`src/rtl/alu_share_arbiter.sv`:
```
`timescale 1ns/1ps
// alu_share_arbiter
// Two-requester round-robin arbiter that time-shares one combinational ALU
// and prefix adder. A granted request is launched onto the shared alu_*
// operands and held for SETTLE cycles. The datapath result is then captured
// and returned to the owning requester over a valid/ready handshake.
// Only one operation is in flight at a time.
//
// Optional build macro: ALU_SHARE_ARBITER_STATS_EN adds the saturating
// 16-bit per-requester grant counters grant_cnt0 and grant_cnt1.
//
// state  | meaning
// -------+-----------------------------------------------------------
// IDLE   | arbitrating; req_ready points at the winner
// EXEC   | operands driven, settle counter running, result captured at 1
// RESP   | rsp_valid high, holding result until rsp_ready
module alu_share_arbiter #(
    parameter int WA     = 8,
    parameter int WB     = 5,
    parameter int SETTLE = 1
) (
    input  logic          clk,
    input  logic          rst_n,
    input  logic [1:0]    req_valid,
    output logic [1:0]    req_ready,
    input  logic [WA-1:0] req0_a,
    input  logic [WB-1:0] req0_b,
    input  logic [2:0]    req0_sel,
    input  logic          req0_cin,
    input  logic [WA-1:0] req1_a,
    input  logic [WB-1:0] req1_b,
    input  logic [2:0]    req1_sel,
    input  logic          req1_cin,
    output logic [WA-1:0] alu_a,
    output logic [WA-1:0] alu_b,
    output logic [2:0]    alu_sel,
    output logic          alu_cin,
    input  logic [WA-1:0] alu_r,
    input  logic [WA-1:0] alu_sum,
    input  logic          alu_cout,
    output logic          rsp_valid,
    input  logic          rsp_ready,
    output logic          rsp_id,
    output logic [WA-1:0] rsp_r,
    output logic [WA-1:0] rsp_sum,
    output logic          rsp_cout
`ifdef ALU_SHARE_ARBITER_STATS_EN
    ,
    output logic [15:0]   grant_cnt0,
    output logic [15:0]   grant_cnt1
`endif
);

    typedef enum logic [1:0] {
        S_IDLE = 2'd0,
        S_EXEC = 2'd1,
        S_RESP = 2'd2
    } state_t;

    state_t        r_state;
    logic          r_last_grant;
    logic [3:0]    r_cnt;

    logic          w_any;
    logic          w_winner;
    logic          w_fire;
    logic [WA-1:0] w_a;
    logic [WB-1:0] w_b;
    logic [2:0]    w_sel;
    logic          w_cin;

    // Round-robin pick: a lone requester wins, on a tie the one not served last.
    always_comb begin
        w_any    = |req_valid;
        w_winner = (req_valid == 2'b11) ? ~r_last_grant : req_valid[1];
    end

    // Accept strobe toward the winner; held low during reset and outside IDLE.
    always_comb begin
        req_ready = 2'b00;
        if (rst_n && (r_state == S_IDLE) && w_any) begin
            req_ready[w_winner] = 1'b1;
        end
        w_fire = |(req_valid & req_ready);
    end

    // Operand mux for the winning requester.
    always_comb begin
        w_a   = w_winner ? req1_a   : req0_a;
        w_b   = w_winner ? req1_b   : req0_b;
        w_sel = w_winner ? req1_sel : req0_sel;
        w_cin = w_winner ? req1_cin : req0_cin;
    end

    // Arbitration FSM with registered datapath operands and response.
    // The capture at count 1 and the valid on the following edge give
    // SETTLE+1 cycles from accept to rsp_valid.
    always_ff @(posedge clk or negedge rst_n) begin
        if (!rst_n) begin
            r_state      <= S_IDLE;
            r_last_grant <= 1'b1;
            r_cnt        <= 4'd0;
            alu_a        <= '0;
            alu_b        <= '0;
            alu_sel      <= 3'd0;
            alu_cin      <= 1'b0;
            rsp_valid    <= 1'b0;
            rsp_id       <= 1'b0;
            rsp_r        <= '0;
            rsp_sum      <= '0;
            rsp_cout     <= 1'b0;
        end else begin
            case (r_state)
                S_IDLE: begin
                    if (w_fire) begin
                        alu_a        <= w_a;
                        alu_b        <= WA'(w_b);
                        alu_sel      <= w_sel;
                        alu_cin      <= w_cin;
                        r_last_grant <= w_winner;
                        rsp_id       <= w_winner;
                        r_cnt        <= 4'(SETTLE);
                        r_state      <= S_EXEC;
                    end
                end
                S_EXEC: begin
                    if (r_cnt == 4'd1) begin
                        rsp_r    <= alu_r;
                        rsp_sum  <= alu_sum;
                        rsp_cout <= alu_cout;
                        r_cnt    <= 4'd0;
                    end else if (r_cnt == 4'd0) begin
                        rsp_valid <= 1'b1;
                        r_state   <= S_RESP;
                    end else begin
                        r_cnt <= r_cnt - 4'd1;
                    end
                end
                S_RESP: begin
                    if (rsp_ready) begin
                        rsp_valid <= 1'b0;
                        r_state   <= S_IDLE;
                    end
                end
                default: begin
                    r_state <= S_IDLE;
                end
            endcase
        end
    end

`ifdef ALU_SHARE_ARBITER_STATS_EN
    logic [15:0] r_grant_cnt0;
    logic [15:0] r_grant_cnt1;

    // Saturating per-requester accept counters.
    always_ff @(posedge clk or negedge rst_n) begin
        if (!rst_n) begin
            r_grant_cnt0 <= 16'd0;
            r_grant_cnt1 <= 16'd0;
        end else if (w_fire) begin
            if (!w_winner && (r_grant_cnt0 != 16'hFFFF)) begin
                r_grant_cnt0 <= r_grant_cnt0 + 16'd1;
            end
            if (w_winner && (r_grant_cnt1 != 16'hFFFF)) begin
                r_grant_cnt1 <= r_grant_cnt1 + 16'd1;
            end
        end
    end

    assign grant_cnt0 = r_grant_cnt0;
    assign grant_cnt1 = r_grant_cnt1;
`endif

endmodule

```
`config.mk`:
```
export PLATFORM = sky130hd
export DESIGN_NAME = alu_share_arbiter
export DESIGN_NICKNAME = d
export VERILOG_FILES = /design/src/rtl/alu_share_arbiter.sv
export SDC_FILE = /design/constraint.sdc
export NUM_CORES = 1
export LEC_CHECK = 0
export BUFFER_PORTS_ARGS = -buffer_cell sky130_fd_sc_hd__buf_4
export CORE_MARGIN = 5
export CORE_UTILIZATION = 38
export CTS_BUF_LIST = sky130_fd_sc_hd__clkbuf_8 sky130_fd_sc_hd__clkbuf_16
export DETAILED_ROUTE_END_ITERATION = 10
export PLACE_DENSITY = 0.69
export REMOVE_ABC_BUFFERS = 1
export SLEW_MARGIN = 10
export SYNTH_ARGS = -nofsm -noshare
export SYNTH_HDL_FRONTEND = slang
export SYNTH_SLANG_ARGS = --single-unit
```
`constraint.sdc`:
```
create_clock -name clk -period 2 [get_ports clk]
set_clock_uncertainty 0.1 [all_clocks]
set_input_delay 0.3 -clock clk [delete_from_list [all_inputs] [get_ports clk]]
set_output_delay 0.3 -clock clk [all_outputs]
set_load 0.005 [all_outputs]
```
* After elaboration in Yosys (flattened, before gate mapping)
Index checks and enable logic that the tools add are counted.
** Cells by class
- $add $sub $neg :: 1
- Order comparisons :: 2
- Equality and inequality tests :: 9
- Muxes and demuxes :: 21
- Bitwise gates (word level) :: 2
- Reduce and logical (&&, ||, !) cells :: 14
** Operators by type and width (count)
- 4-bit 2-to-1 mux :: 3
- 2-bit 2-to-1 mux :: 5
- 8-bit 2-to-1 mux :: 1
- 2-bit != test, second input constant :: 4
- 4-bit one-hot mux with 2 select lines :: 1
- 4-bit AND reduction :: 2
- 1-bit 2-to-1 mux :: 6
- 2-bit one-hot mux with 3 select lines :: 1
- 5-bit 2-to-1 mux :: 1
- 2-bit equality test, second input constant :: 2
- 4-bit by 1-bit equality test with 1-bit output, second input constant :: 1
- 4-bit zero test :: 1
- 2-bit AND reduction :: 2
- 2-bit nonzero test :: 2
- 2-bit OR reduction :: 2
- 4-bit by 1-bit subtractor with 4-bit output, second input constant :: 1
- 1-bit logical AND :: 3
- 3-bit 2-to-1 mux :: 1
- 3-bit != test, second input constant :: 1
- 3-bit AND reduction :: 1
- 2-bit bitwise AND :: 1
- 2-bit by 1-bit equality test with 1-bit output, second input constant :: 1
- 2-bit zero test :: 1
- 1-bit by 2-bit less-than comparator with 1-bit output, second input constant :: 1
- other kinds (4) :: 4
** Word-level totals
- Register bits after elaboration :: 43
- Input port bits :: 56

* Longest topological paths before layout
Gate-level depths: netlist of the first run.
- Depth in word-level cells :: 11
- Depth in mapped cells :: 6
- Depth with buffers taken out :: 6

* Worst setup path after synthesis of the first run
OpenSTA, ideal clock, no wires.
- Kind :: reg2reg
- Start :: register r_cnt[1]
- End :: register r_cnt[0]
- Library setup time :: 0.120 ns
- Arrival time :: 1.545 ns
- Slack :: 0.235 ns
- Cell stages (with the launch flop) :: 7
- Clock period less this slack :: 1.765 ns
- Cells stage by stage :: dfrtp_1 > inv_1 > ha_1 > or4b_1 > nand2_1 > nand2_1 > a31o_2
** On the way
- Word-level cells in the longest chain between the ends :: 3
- Elaborated cells on any way between the ends :: 6
- Classes of those cells :: eq/ne (2); mux (2); reduce/logical (2)
** Ends and longest elaborated chain
- start, declared :: RTL line 62 : logic [3:0] r_cnt;
- start signal, assigned :: RTL line 122 : r_cnt <= 4'(SETTLE);
- start signal, assigned :: RTL line 136 : r_cnt <= r_cnt - 4'd1;
- 4-bit by 1-bit equality test with 1-bit output / 4-bit zero test (equally long branches) :: RTL line 127, 132
- 3-bit != test (no source line) / 4-bit 2-to-1 mux (equally long branches)
- 3-bit AND reduction (no source line) / 4-bit one-hot mux with 2 select lines (equally long branches)
Parallel ways exist; a longest one is shown, timed or not.
A chain may end at the register's enable or synchronous reset.

* Worst setup path after layout of the first run
- Start :: register r_state[1]
- End :: output port req_ready[0]
** On the way
- Word-level cells in the longest chain between the ends :: 4
** Ends and longest elaborated chain
- start, declared :: RTL line 60 : state_t r_state;
- start signal, assigned :: RTL line 100 : r_state <= S_IDLE;
- start signal, assigned :: RTL line 123 : r_state <= S_EXEC;
- start signal, assigned :: RTL line 134 : r_state <= S_RESP;
- 2-bit zero test :: RTL line 81 : if (rst_n && (r_state == S_IDLE) && w_any) begin
- 1-bit logical AND (2 in a row) :: RTL line 81
- 2-bit 2-to-1 mux :: RTL line 81
- end, declared :: RTL line 25 : output logic [1:0] req_ready,
Every way passes these cells.

==> results of run 1 <==
metrics by stage:
| step | TNS, ps | total power, uW |
|---|---|---|
| after floorplan | -2540 | 2420 |
| after global placement | 0 | 3370 |
| after detailed placement | 0 | 3430 |
| after CTS | 0 | 3990 |
| after global routing | 0 | 4280 |
| final | 0 | 3940 |
worst max-delay path, delay by kind of cell, from the launching register on:
family	cells	cell delay, ps
simple gates	3	750
flops	1	380
buf+inv	1	110
power groups by stage:
stage	combinational (uW)	clock, uW	sequential, uW
after floorplan	844	0	1580
after detailed placement	1850	0	1580
final	1890	507	1550
after CTS	1900	533	1550
after global routing	2100	580	1600
after global placement	1810	0	1570
area by class of cell:
cell class,instances,share of cell area
tap,67,0.0296
sequential,43,0.380
timing repair buffer,106,0.285
clock inverter,3,0.00442
multi-input combinational,122,0.273
clock buffer,5,0.0243
inverter,2,0.00265
timing repair:
action | 4_1_cts | 5_1_grt
setup endpoints to repair | 1 | 2
pin swaps | 1 | 3
setup buffers | 3 | 1
resized for setup | 2 | 2
cell families (layout without fill, tap and decap cells):
kind of cell,after synthesis,count (layout),share of synthesized area
compound gates,30,30,0.109
fa+ha+maj,3,3,0.0196
buf+inv,13,116,0.0413
flops,43,43,0.564
mux,17,17,0.100
other cells,1,3,0.00196
simple gates,69,69,0.164
cell usage after synthesis, types with 2 or more instances:
cell type                   n
sky130_fd_sc_hd__a21o_1     2
sky130_fd_sc_hd__a21oi_1    2
sky130_fd_sc_hd__a221o_1    5
sky130_fd_sc_hd__a31oi_1   12
sky130_fd_sc_hd__and3_1     5
sky130_fd_sc_hd__buf_2      3
sky130_fd_sc_hd__buf_4      5
sky130_fd_sc_hd__clkbuf_1   2
sky130_fd_sc_hd__dfrtp_1   42
sky130_fd_sc_hd__ha_1       3
sky130_fd_sc_hd__inv_1      2
sky130_fd_sc_hd__mux2_2    17
sky130_fd_sc_hd__nand2_1   31
sky130_fd_sc_hd__nand3_1    2
sky130_fd_sc_hd__nor2_1    22
sky130_fd_sc_hd__o21ai_0    4
final timing paths:
path	depth (start not counted)	from	end
worst max register to register	6	r_cnt[1]$_DFFE_PN0P_	r_cnt[0]$_DFFE_PN0P_
min in group clk	2	rsp_ready	r_state[1]$_DFFE_PN0P_
worst min-delay path	2	rst_n	alu_sel[0]$_DFFE_PN0P_
max in group asynchronous	2	rst_n	r_last_grant$_DFFE_PN1P_
worst min register to register	1	rsp_id$_DFFE_PN0P_	rsp_id$_DFFE_PN0P_
worst max-delay path	4	r_state[1]$_DFFE_PN0P_	req_ready[0]
routing by layer:
metal / up-vias / GRT usage / share of wire
li1: 811 / - / -
met1: 747 / 0.166 / 0.41
met2: 74 / 0.258 / 0.48
met3: 8 / 0.0543 / 0.096
met4: 0 / 0.0524 / 0.016
met5: - / 0 / 0
registers in the layout, summed over array words and instances, names as in the netlist:
name,count
alu_sel,3
rsp_cout,1
alu_cin,1
alu_b,5
rsp_r,8
rsp_id,1
rsp_sum,8
r_cnt,4
alu_a,8
r_state,2
rsp_valid,1
r_last_grant,1
==> load_flow_metrics.sql, run 1 <==
INSERT INTO impl_metrics (metric_group, metric, value, unit) VALUES
('worst_setup_path', 'critical_path_peak_fanout', '3', ''),
('route', 'initial_detailed_routing_violation_count', '83', ''),
('timing', 'timing.fmax', '0.520', 'GHz'),
('worst_setup_path', 'setup_slack_of_the_worst_register_to_register_path', '150', 'ps'),
('route', 'vias_per_cell', '4.71', ''),
('clock_network', 'path_clk_slew', '70', 'ps'),
('floorplan', 'die-area', '6550', 'um2'),
('timing', 'worst_pin_slew', '536', 'ps'),
('yosys', 'synthesis.area_per_instance', '10.9', 'um2'),
('status', 'violations', 'negative hold slack', ''),
('pwr', 'cellPowerDensity', '1390', 'nW/um2'),
('timing', 'hold_slack', '-9.84', 'ps'),
('grt', 'globalRouteTotalUtil', '0.148', ''),
('yosys', 'synthesis.area', '1910', 'um2'),
('yosys', 'synth_enable_flop_cells', '0', ''),
('cells_and_area', 'final_cells', '348', ''),
('pwr', 'share_of_total_power_in_combinational_logic', '0.478', ''),
('timing', 'fin_ws', '75.7', 'ps'),
('worst_setup_path', 'worstSetupStartpointType', 'flop', ''),
('pwr', 'p_sw_frac', '0.323', ''),
('floorplan', 'die-height', '80.9', 'um'),
('worst_setup_path', 'critical_path.cell_chain', 'or3b_4, or2_4, nor2_2, buf_4', ''),
('placed_design', 'hpwlAfterDp', '3630', 'um'),
('timing', 'post-route-min-period', '1920', 'ps'),
('hold_path', 'hp-class', 'in -> async', ''),
('yosys', 'yosys.cell_types.count', '33', ''),
('grt', 'grt_pass1_vias', '1641', ''),
('floorplan', 'initial_core_utilization', '0.397', ''),
('yosys', 'synth_top_cell_area_share', '0.550', ''),
('clock_network', 'cts_tree', 'done', ''),
('worst_setup_path', 'worst_setup_path_end_kind', 'output pin', ''),
('clock_network', 'clk_path_buf_depth', '2', ''),
('floorplan', 'die_w', '80.9', 'um'),
('yosys', 'ys_warn_count', '0', ''),
('clock_network', 'h_tree_level_count', '2', ''),
('yosys', 'synth_top_flop_cell', 'sky130_fd_sc_hd__dfrtp_1', ''),
('worst_setup_path', 'worst_ep_arrival_time', '1520', 'ps'),
('route', 'routed_wire_length', '4730', 'um'),
('timing', 'post_route_fraction_of_the_period_consumed_by_the_critical_path', '0.962', ''),
('pwr', 'seq_power_share', '0.393', ''),
('clock_network', 'cts_hold_buf', '0', ''),
('clock_network', 'clk_root_buffer_cell', 'sky130_fd_sc_hd__clkbuf_8', ''),
('cells_and_area', 'syn_to_final_growth', '48.2', '%'),
('cells_and_area', 'final_util', '0.588', ''),
('cells_and_area', 'num_antenna_cells', '0', ''),
('cells_and_area', 'most_common_cell_after_layout_fill_and_taps_aside', 'sky130_fd_sc_hd__buf_4', ''),
('cells_and_area', 'fillerInstances', '458', ''),
('grt', 'antenna_violations_before_repair', '0', ''),
('timing', 'grt_setup_unrepaired', 'false', ''),
('yosys', 'postSynthRegisterBits', '43', ''),
('status', 'run_status', 'finished with violations', ''),
('grt', 'grt_start_max_net_pins', '45', ''),
('clock_network', 'insertion_delay', '290', 'ps'),
('cells_and_area', 'highest_count_cells_in_the_layout_ignoring_fill_and_taps', '105 x sky130_fd_sc_hd__buf_4, 42 x sky130_fd_sc_hd__dfrtp_1, 31 x sky130_fd_sc_hd__nand2_1', ''),
('worst_setup_path', 'crit_path_top_delay_cell', 'sky130_fd_sc_hd__or3b_4', ''),
('timing', 'slew_viol_final', '0', ''),
('pwr', 'vdd.ir_drop.worst', '0.000526', 'V'),
('grt', 'global_route_wire_length_before_repair', '7430', 'um'),
('yosys', 'synth.yosys.seq_area_share', '0.564', ''),
('route', 'drt-wirelength-per-cell', '13.6', 'um'),
('yosys', 'asyncSetResetFlopFracSynth', '1.00', ''),
('floorplan', 'floorplan.rows', '25', ''),
('floorplan', 'core', '4820', 'um2'),
('clock_network', 'inserted_clock_buffers', '5', ''),
('route', 'detail_route.drc_violations', '0', ''),
('cells_and_area', 'layout-drive-gt1-share', '0.491', ''),
('worst_setup_path', 'critPathKind', 'reg -> out', ''),
('placed_design', 'dp.cells', '336', ''),
('placed_design', 'port_buffers', '93', ''),
('yosys', 'post_synth_inst_count', '176', ''),
('timing', 'final-hold-violation-count', '38', '');
Note: power is estimated with default switching activity, not from simulation.
==> run 2: changes to the inputs <==
Settings changed: CORE_UTILIZATION 38 to 34, PLACE_DENSITY 0.69 to 0.65.
Clock period 2 ns to 1.65 ns, I/O delays scaled along.
==> load_flow_metrics.sql, run 2 (synthesis gave the netlist of run 1 again) <==
INSERT INTO impl_metrics (metric_group, metric, value, unit) VALUES
('route', 'initial_detailed_routing_violation_count', '58', ''),
('cells_and_area', 'post-route-cell-area', '3180', 'um2'),
('cells_and_area', 'syn_to_final_growth', '66.3', '%'),
('cells_and_area', 'final-seq-area', '1080', 'um2'),
('grt', 'global_route_wire_length_before_repair', '8260', 'um'),
('worst_setup_path', 'crit_path_top_delay_cell', 'sky130_fd_sc_hd__or3b_4', ''),
('grt', 'grt_overflow_total', '0', ''),
('timing', 'final-hold-violation-count', '42', ''),
('route', 'drt-wirelength-per-cell', '14.5', 'um'),
('route', 'detail_route.drc_violations', '0', ''),
('pwr', 'vdd.ir_drop.worst', '0.000781', 'V'),
('cells_and_area', 'finish.net_count', '357', ''),
('timing', 'post_route_fraction_of_the_period_consumed_by_the_critical_path', '1.13', ''),
('status', 'violations', 'negative hold slack, negative setup slack', ''),
('cells_and_area', 'layout_top_registers', 'alu_a (8), rsp_r (8), rsp_sum (8)', ''),
('grt', 'grt_pass1_vias', '1775', ''),
('clock_network', 'clk_path_buf_depth', '2', ''),
('worst_setup_path', 'worstReg2RegStart', 'r_state[0]$_DFFE_PN0P_', ''),
('placed_design', 'gp_routability_congestion', '0.752', ''),
('clock_network', 'clk_root_buffer_cell', 'sky130_fd_sc_hd__clkbuf_8', ''),
('worst_setup_path', 'worst_ep_arrival_time', '1510', 'ps'),
('placed_design', 'port_buffers', '93', ''),
('worst_setup_path', 'critPathKind', 'reg -> out', ''),
('cells_and_area', 'layout-drive-gt1-share', '0.569', ''),
('clock_network', 'cts_tree', 'done', ''),
('timing', 'worst_pin_slew', '534', 'ps'),
('worst_setup_path', 'cp_slowest_stage_delay', '410', 'ps'),
('timing', 'slew_viol_final', '0', ''),
('grt', 'grt_start_max_net_pins', '45', ''),
('status', 'run_status', 'finished with violations', ''),
('cells_and_area', 'num_antenna_cells', '0', ''),
('clock_network', 'inserted_clock_buffers', '5', ''),
('route', 'total_number_of_vias', '1767', ''),
('route', 'drtPass1Iterations', '4', ''),
('pwr', 'total_leakage_power', '0.00156', 'uW'),
('grt', 'globalRouteTotalUtil', '0.141', ''),
('floorplan', 'die_w', '85.0', 'um'),
('floorplan', 'die-height', '85.0', 'um'),
('worst_setup_path', 'critical_path_peak_fanout', '2', ''),
('worst_setup_path', 'worst_setup_path_startpoint', 'r_state[0]$_DFFE_PN0P_', ''),
('clock_network', 'insertion_delay', '290', 'ps'),
('floorplan', 'top_level_ports', '97', ''),
('route', 'vias_per_cell', '4.76', ''),
('floorplan', 'die-area', '7220', 'um2'),
('timing', 'hold_slack', '-58.6', 'ps'),
('worst_setup_path', 'worst_setup_path_end_kind', 'output pin', ''),
('timing', 'timing.final.setup_violations', '21', ''),
('worst_setup_path', 'critical_path.cell_chain', 'or3b_4, or2_4, nor2_4, buf_6', ''),
('clock_network', 'h_tree_level_count', '2', ''),
('worst_setup_path', 'timing.critical_path.required', '1300', 'ps'),
('timing', 'post-route-min-period', '1860', 'ps'),
('job', 'max-cap-violations', '0', ''),
('timing', 'fin_ws', '-209', 'ps'),
('pwr', 'post-layout-total-power', '5750', 'uW'),
('floorplan', 'initial_core_utilization', '0.349', ''),
('worst_setup_path', 'setup_slack_of_the_worst_register_to_register_path', '-120', 'ps'),
('worst_setup_path', 'worstSetupStartpointType', 'flop', ''),
('floorplan', 'floorplan.rows', '27', ''),
('pwr', 'cellPowerDensity', '1810', 'nW/um2'),
('route', 'antenna_left', '0', ''),
('clock_network', 'path_clk_slew', '80', 'ps'),
('cells_and_area', 'highest_count_cells_in_the_layout_ignoring_fill_and_taps', '112 x sky130_fd_sc_hd__buf_4, 42 x sky130_fd_sc_hd__dfrtp_1, 29 x sky130_fd_sc_hd__nand2_1', ''),
('cells_and_area', 'final_util', '0.581', ''),
('placed_design', 'hpwlAfterDp', '3570', 'um'),
('floorplan', 'core', '5470', 'um2'),
('grt', 'antenna_violations_before_repair', '0', ''),
('cells_and_area', 'multi_input_area', '865', 'um2'),
('clock_network', 'cts.sink_count', '43', ''),
('cells_and_area', 'fillerInstances', '466', ''),
('timing', 'grt_setup_unrepaired', 'true', ''),
('cells_and_area', 'most_common_cell_after_layout_fill_and_taps_aside', 'sky130_fd_sc_hd__buf_4', ''),
('hold_path', 'hp-class', 'in -> async', ''),
('route', 'routed_wire_length', '5370', 'um'),
('placed_design', 'placement.cell_area', '2820', 'um2'),
('timing', 'timing.fmax', '0.538', 'GHz'),
('timing', 'slew_headroom', '0.644', '');
==> run 2: layer usage <==
metal	global-route usage	share of wire	vias to the layer above
met4	0.0475	0.012	0
met3	0.0573	0.10	7
li1	-	-	849
met2	0.229	0.47	82
met1	0.170	0.42	829
met5	0	0	-
==> run 2: area by class of cell <==
| cell class | count | share of cell area |
|---|---|---|
| flip-flops and latches | 43 | 0.339 |
| repair buffers | 124 | 0.321 |
| multi-input cells | 122 | 0.272 |
| well taps | 72 | 0.0283 |
| clock buffers | 6 | 0.0260 |
| clock inverters | 2 | 0.0110 |
| inverters | 2 | 0.00236 |
==> run 2: final timing paths <==
check,to,depth (start not counted)
max in group asynchronous,r_last_grant$_DFFE_PN1P_,2
worst min-delay path,rsp_sum[5]$_DFFE_PN0P_,2
min in group clk,r_state[1]$_DFFE_PN0P_,2
worst max register to register,alu_a[1]$_DFFE_PN0P_,4
worst max-delay path,req_ready[0],4
worst min register to register,rsp_id$_DFFE_PN0P_,1
==> run 2: per-stage QoR <==
| stage | setup WS (ps) | cells | TNS (ps) |
|---|---|---|---|
| finish | -209 | 371 | -1220 |
| CTS | -301 | 370 | -2940 |
| floorplan | -572 | 167 | -8980 |
| detailed placement | -107 | 353 | -629 |
| global placement | -65.7 | 353 | -210 |
| global route | -260 | 371 | -3070 |
==> run 2: report_power, final <==
group / internal [uW] / switching (uW)
registers: 1590 / 283
clock network: 490 / 347
logic: 1830 / 1210
total: 3910 / 1840
==> run 2: critical path: cells and delay by family, from the launching register on <==
family / cells / cell delay (ps)
buf+inv: 1 / 90
flops: 1 / 390
simple gates: 3 / 740
==> run 2: what timing repair did <==
action                                  in CTS  in global routing
gates resized for setup                     25                 13
pin swaps                                   17                  7
endpoints found under the setup margin      14                 45
buffers inserted                             9                  1
cloned                                       0                  3
endpoints found under the hold margin       42                 36
